`config.mk`:
```
export PLATFORM = sky130hd
export DESIGN_NAME = uart_rx
export DESIGN_NICKNAME = d
export VERILOG_FILES = /design/src/rtl/uart_rx.sv
export SDC_FILE = /design/constraint.sdc
export NUM_CORES = 1
export LEC_CHECK = 0
export CORE_MARGIN = 2
export CORE_UTILIZATION = 60
export CTS_BUF_LIST = sky130_fd_sc_hd__clkbuf_8
export DETAILED_ROUTE_END_ITERATION = 12
export PLACE_DENSITY = 0.9
export SLEW_MARGIN = 20
export SYNTH_ARGS = -nofsm -noshare
export SYNTH_HDL_FRONTEND = slang
export SYNTH_SLANG_ARGS = --single-unit
```
`constraint.sdc`:
```
create_clock -name clk -period 2.68 [get_ports clk]
set_input_delay 0.402 -clock clk [delete_from_list [all_inputs] [get_ports clk]]
set_output_delay 0.402 -clock clk [all_outputs]
set_load 0.05 [all_outputs]
```
`src/rtl/uart_rx.sv`:
```
// 8N1 UART receiver with a small receive FIFO and a peripheral-bus register interface.
// Bit timing is DIV clocks per bit, sampled at mid-bit after a two-flop synchroniser.
module uart_rx #(
    parameter int DIV   = 104,
    parameter int DEPTH = 4
) (
    input  logic       clk,
    input  logic       rst_n,
    input  logic [2:0] addr,
    input  logic       ren,
    output logic [7:0] rdata,
    output logic       rd_valid,
    input  logic       wen,
    input  logic [7:0] wdata,
    input  logic       rx
);

    localparam int              AW        = $clog2(DEPTH);
    localparam int              CW        = AW + 1;
    localparam logic [15:0]     HALF_LAST = 16'(DIV / 2 - 1);
    localparam logic [15:0]     BIT_LAST  = 16'(DIV - 1);
    localparam logic [CW-1:0]   FULL_CNT  = CW'(DEPTH);

    typedef enum logic [2:0] {
        IDLE,
        START,
        DATA,
        STOP,
        WAIT_IDLE
    } state_t;

    state_t        r_state;
    state_t        w_nextState;
    logic [15:0]   r_divCnt;
    logic [15:0]   w_nextDiv;
    logic [2:0]    r_bitCnt;
    logic [2:0]    w_nextBit;
    logic [7:0]    r_shift;
    logic [7:0]    w_nextShift;
    logic          w_push;
    logic          w_frameErr;

    logic          r_rxMeta;
    logic          r_rxS;

    logic [7:0]    r_mem [DEPTH];
    logic [AW-1:0] r_wrPtr;
    logic [AW-1:0] r_rdPtr;
    logic [CW-1:0] r_count;
    logic          r_ovr;
    logic          r_ferr;

    logic          w_full;
    logic          w_notEmpty;
    logic          w_pop;
    logic          w_accept;
    logic          w_statusWr;
    logic [7:0]    w_readData;
    logic          w_unusedWdata;

    assign w_full        = (r_count == FULL_CNT);
    assign w_notEmpty    = (r_count != '0);
    assign w_pop         = ren && (addr == 3'd0) && w_notEmpty;
    assign w_accept      = w_push && (!w_full || w_pop);
    assign w_statusWr    = wen && !ren && (addr == 3'd1);
    assign w_unusedWdata = ^{wdata[7:3], wdata[0]};

    // rx is asynchronous to clk; the synchroniser idles high so reset never looks like a start bit
    always_ff @(posedge clk or negedge rst_n) begin
        if (!rst_n) begin
            r_rxMeta <= 1'b1;
            r_rxS    <= 1'b1;
        end else begin
            r_rxMeta <= rx;
            r_rxS    <= r_rxMeta;
        end
    end

    always_ff @(posedge clk or negedge rst_n) begin
        if (!rst_n) begin
            r_state  <= IDLE;
            r_divCnt <= '0;
            r_bitCnt <= '0;
            r_shift  <= '0;
        end else begin
            r_state  <= w_nextState;
            r_divCnt <= w_nextDiv;
            r_bitCnt <= w_nextBit;
            r_shift  <= w_nextShift;
        end
    end

    always_comb begin
        w_nextState = r_state;
        w_nextDiv   = r_divCnt;
        w_nextBit   = r_bitCnt;
        w_nextShift = r_shift;
        w_push      = 1'b0;
        w_frameErr  = 1'b0;
        case (r_state)
            IDLE: begin
                w_nextDiv = '0;
                if (!r_rxS) w_nextState = START;
            end
            START: begin
                if (r_divCnt == HALF_LAST) begin
                    w_nextDiv   = '0;
                    w_nextBit   = '0;
                    w_nextState = r_rxS ? IDLE : DATA;
                end else begin
                    w_nextDiv = r_divCnt + 16'd1;
                end
            end
            DATA: begin
                if (r_divCnt == BIT_LAST) begin
                    w_nextDiv   = '0;
                    w_nextShift = {r_rxS, r_shift[7:1]};
                    if (r_bitCnt == 3'd7) w_nextState = STOP;
                    else                  w_nextBit   = r_bitCnt + 3'd1;
                end else begin
                    w_nextDiv = r_divCnt + 16'd1;
                end
            end
            STOP: begin
                if (r_divCnt == BIT_LAST) begin
                    w_nextDiv = '0;
                    if (r_rxS) begin
                        w_push      = 1'b1;
                        w_nextState = IDLE;
                    end else begin
                        w_frameErr  = 1'b1;
                        w_nextState = WAIT_IDLE;
                    end
                end else begin
                    w_nextDiv = r_divCnt + 16'd1;
                end
            end
            WAIT_IDLE: begin
                w_nextDiv = '0;
                if (r_rxS) w_nextState = IDLE;
            end
            default: w_nextState = IDLE;
        endcase
    end

    // Storage needs no reset: emptiness is tracked entirely by the pointers and count
    always_ff @(posedge clk) begin
        if (w_accept) r_mem[r_wrPtr] <= r_shift;
    end

    // A pop in the same cycle as a push to a full FIFO frees the slot the push then uses
    always_ff @(posedge clk or negedge rst_n) begin
        if (!rst_n) begin
            r_wrPtr <= '0;
            r_rdPtr <= '0;
            r_count <= '0;
        end else begin
            if (w_accept) r_wrPtr <= r_wrPtr + 1'b1;
            if (w_pop)    r_rdPtr <= r_rdPtr + 1'b1;
            case ({w_accept, w_pop})
                2'b10:   r_count <= r_count + CW'(1);
                2'b01:   r_count <= r_count - CW'(1);
                default: r_count <= r_count;
            endcase
        end
    end

    // Setting a sticky flag takes priority over a software clear in the same cycle
    always_ff @(posedge clk or negedge rst_n) begin
        if (!rst_n) begin
            r_ovr  <= 1'b0;
            r_ferr <= 1'b0;
        end else begin
            if (w_push && w_full && !w_pop)    r_ovr <= 1'b1;
            else if (w_statusWr && wdata[1])   r_ovr <= 1'b0;
            if (w_frameErr)                    r_ferr <= 1'b1;
            else if (w_statusWr && wdata[2])   r_ferr <= 1'b0;
        end
    end

    always_comb begin
        w_readData = 8'h00;
        case (addr)
            3'd0:    if (w_notEmpty) w_readData = r_mem[r_rdPtr];
            3'd1:    w_readData = {4'b0000, w_full, r_ferr, r_ovr, w_notEmpty};
            default: w_readData = 8'h00;
        endcase
    end

    // rdata is forced to zero outside the acknowledge cycle because the bus ORs all peripherals
    always_ff @(posedge clk or negedge rst_n) begin
        if (!rst_n) begin
            rdata    <= 8'h00;
            rd_valid <= 1'b0;
        end else if (ren) begin
            rdata    <= w_readData;
            rd_valid <= 1'b1;
        end else begin
            rdata    <= 8'h00;
            rd_valid <= 1'b0;
        end
    end

endmodule

```
==> results of run 1 <==
-- state kept, by name (all words and copies together) (netlist names), 2 cells and up --
name and flops:
r_divCnt 16, rdata 8, r_state 3, r_mem 32, r_shift 8, r_bitCnt 3, r_wrPtr 2, r_rdPtr 2
r_count 3
-- timing repair --
action	4_1_cts	5_1_grt
endpoints found under the hold margin	0	0
gates resized for setup	0	1
setup endpoints to repair	0	1
-- metal layers --
layer / track usage / routed length [um]
met5: 0 / 0
met4: 0.120 / 291
met1: 0.316 / 2940
met2: 0.398 / 3690
met3: 0.0582 / 457
-- synth_stat cells, types with 3 or more instances --
master,instances
inv_1,8
mux4_2,8
edfxtp_1,32
and2_1,7
nor3_1,10
nor2_1,29
nand3_1,6
nand4_1,3
mux2_2,7
ha_1,7
buf_2,4
nor4_1,6
nand2_1,18
or3_1,4
a21oi_1,7
and3_1,7
a22oi_1,4
xnor2_1,14
dfrtp_1,48
o21ai_0,7
-- worst max-delay path by stage --
stage | slack, ns | endpoint | depth (start not counted) | start
after floorplan | 0.20 | r_count[1] | 10 | r_divCnt[0]
after global placement | -0.09 | r_count[1] | 9 | addr[1]
after detailed placement | -0.13 | r_count[1] | 9 | addr[1]
after CTS | 0.09 | r_count[1] | 9 | r_divCnt[0]
after global routing | 0.04 | r_count[1] | 9 | r_divCnt[0]
final | 0.14 | r_count[1] | 9 | r_divCnt[0]
-- per-stage QoR --
step,std cells,total power [mW],setup TNS [ns],cell area [um^2],util
after floorplan,277,1.35,0,3620,-
after global placement,376,1.39,-0.0884,3990,0.679
after detailed placement,376,1.39,-0.823,3990,0.679
after CTS,392,2.23,0,4190,0.712
after global routing,392,2.29,0,4190,0.713
final,392,2.23,0,4190,0.713
-- power breakdown --
| part | internal (mW) | switching [mW] | total, mW |
|---|---|---|---|
| clock | 0.426 | 0.439 | 0.865 |
| sequential | 1.30 | 0.00493 | 1.31 |
| combinational | 0.0234 | 0.0327 | 0.0561 |
-- logic make-up after synthesis --
group / count (synthesis) / share of synthesized area
XOR/XNOR: 16 / 0.0388
AO/OA/AOI/OAI: 29 / 0.0505
adder cells (fa/ha/maj): 8 / 0.0298
flip-flops: 82 / 0.612
buffers and inverters: 17 / 0.0232
multiplexers: 19 / 0.0834
AND/OR/NAND/NOR: 106 / 0.162
-- layout make-up --
class / count / share of cell area
Sequential cell: 82 / 0.528
Multi-Input combinational cell: 178 / 0.316
Timing Repair Buffer: 33 / 0.0805
Clock buffer: 9 / 0.0295
Tap cell: 75 / 0.0224
Clock inverter: 7 / 0.0167
Inverter: 8 / 0.00716
==> flow_summary.yaml, run 1 <==
clock_network:
  cts_hold_buf: 0
  post_cts_buffers: 0
  numCtsBuffers: 9
  clock_sinks: 82
  cts_max_path_buffers: 2
  cts-htree-levels: 3
  cts_root_buf: "clkbuf_8"
  clkSlewWorstSetupHoldPaths_ns: 0.08
  cts_tree: "yes"
  clk_latency_ns: 0.35
worst_setup_path:
  cp_num_buf_inv: 1
  r2r_setup_slack_ns: 0.14
  criticalPathCategory: "reg -> reg"
  critPathMaxStageDelay_ns: 0.52
  reg2reg_to: "r_count[1]"
  rr_worst_depth: 9
  crit_path_end_kind: "flip-flop"
  path_cells: "ha_1 -> nor4b_1 -> and3_1 -> a31oi_2 -> inv_1 -> fa_1 -> o21ai_1 -> a2111oi_0 -> nor3_1"
  cp_data_required_time_ns: 2.91
  critPathTopFamily: "adder cells"
  arrival_ns: 2.78
  r2r-start: "r_divCnt[0]"
  crit_fanout: 6
  cp-start-kind: "flip-flop"
  crit_slowest_cell: "fa_1"
cells_and_area:
  final_cell_mix: "dfrtp_1, edfxtp_1, nor2_1, nand2_1, clkdlybuf4s50_1"
  antenna_cells: 0
  multi_input_area_mm2: 0.00132
  fill_cells: 342
  fin_nets: 336
  drive_above_1_share: 0.170
  final_common_cell: "dfrtp_1"
  area.growth.synth_to_final_pct: 16.0
  register_area_mm2: 0.00221
route:
  vias: 2438
  drt-total-wl_um: 7380
  via_per_inst: 6.22
  drt_iter0_drc: 359
  drc_errors: 0
  wl_per_cell_um: 18.8
  antenna_left: 0
  first_pass_iters: 5
synth:
  synth_top_area_cell: "dfrtp_1"
  yosysSeqAreaShare: 0.612
  synth_edf_count: 32
  netlist_top_cells_area: "dfrtp_1, edfxtp_1, mux4_2, xnor2_1, nor2_1"
  synth_cell_types: 51
  syn_inst: 277
  synth-seq-cells: 82
  syn_area_mm2: 0.00362
  async_flop_share: 0.610
  syn_nets: 301
  syn-mean-instance-area_um2: 13.1
  synthFlopType: "dfrtp_1"
  yosys_warnings: 0
  yosysTopAreaCellShare: 0.332
place:
  hpwl_um: 5110
  port_buffers: 18
  place_ws_ns: -0.135
  gp_congestion: 0.837
status:
  status: "finished with violations"
  violations: "negative hold slack"
sta:
  period_share: 0.949
  drv_slew: 0
  finalHoldWorstSlack_ns: -0.00539
  skew_ns: 0.00870
  hold_viol: 8
  slew_headroom: 0.598
  fmax_mhz: 393
  period_needed_ns: 2.54
  finalSetupViolCount: 0
  grt_setup_unrepaired: "false"
  worst_slack_ns: 0.137
  worst_pin_slew_ns: 0.603
floorplan:
  rows: 28
  ioPinCount: 25
  dieArea_mm2: 0.00666
  dieHeight_um: 81.6
  die_x_um: 81.6
  core-area_mm2: 0.00589
  start_util: 0.614
grt:
  grt_pass1_vias: 2382
  grt_first_pass_wirelength_um: 11900
  grt_usage: 0.247
  grt_remaining_overflow: 0
  antenna_found_initial: 0
  grt_start_max_net_pins: 31
pwr:
  power_leakage_nw: 1.79
  irDropWorstVdd_mv: 0.406
  power_density_mw_per_mm2: 531
min_path:
  hp-class: "in -> async"
run:
  drv_cap: 0
No activity file was read; power rests on OpenSTA's default activity.
==> run 2, diff against run 1 <==
- SETUP_SLACK_MARGIN: default -> 0.02
==> results of run 2 <==
Final layout, timing and power as in run 1 (identical DEF).
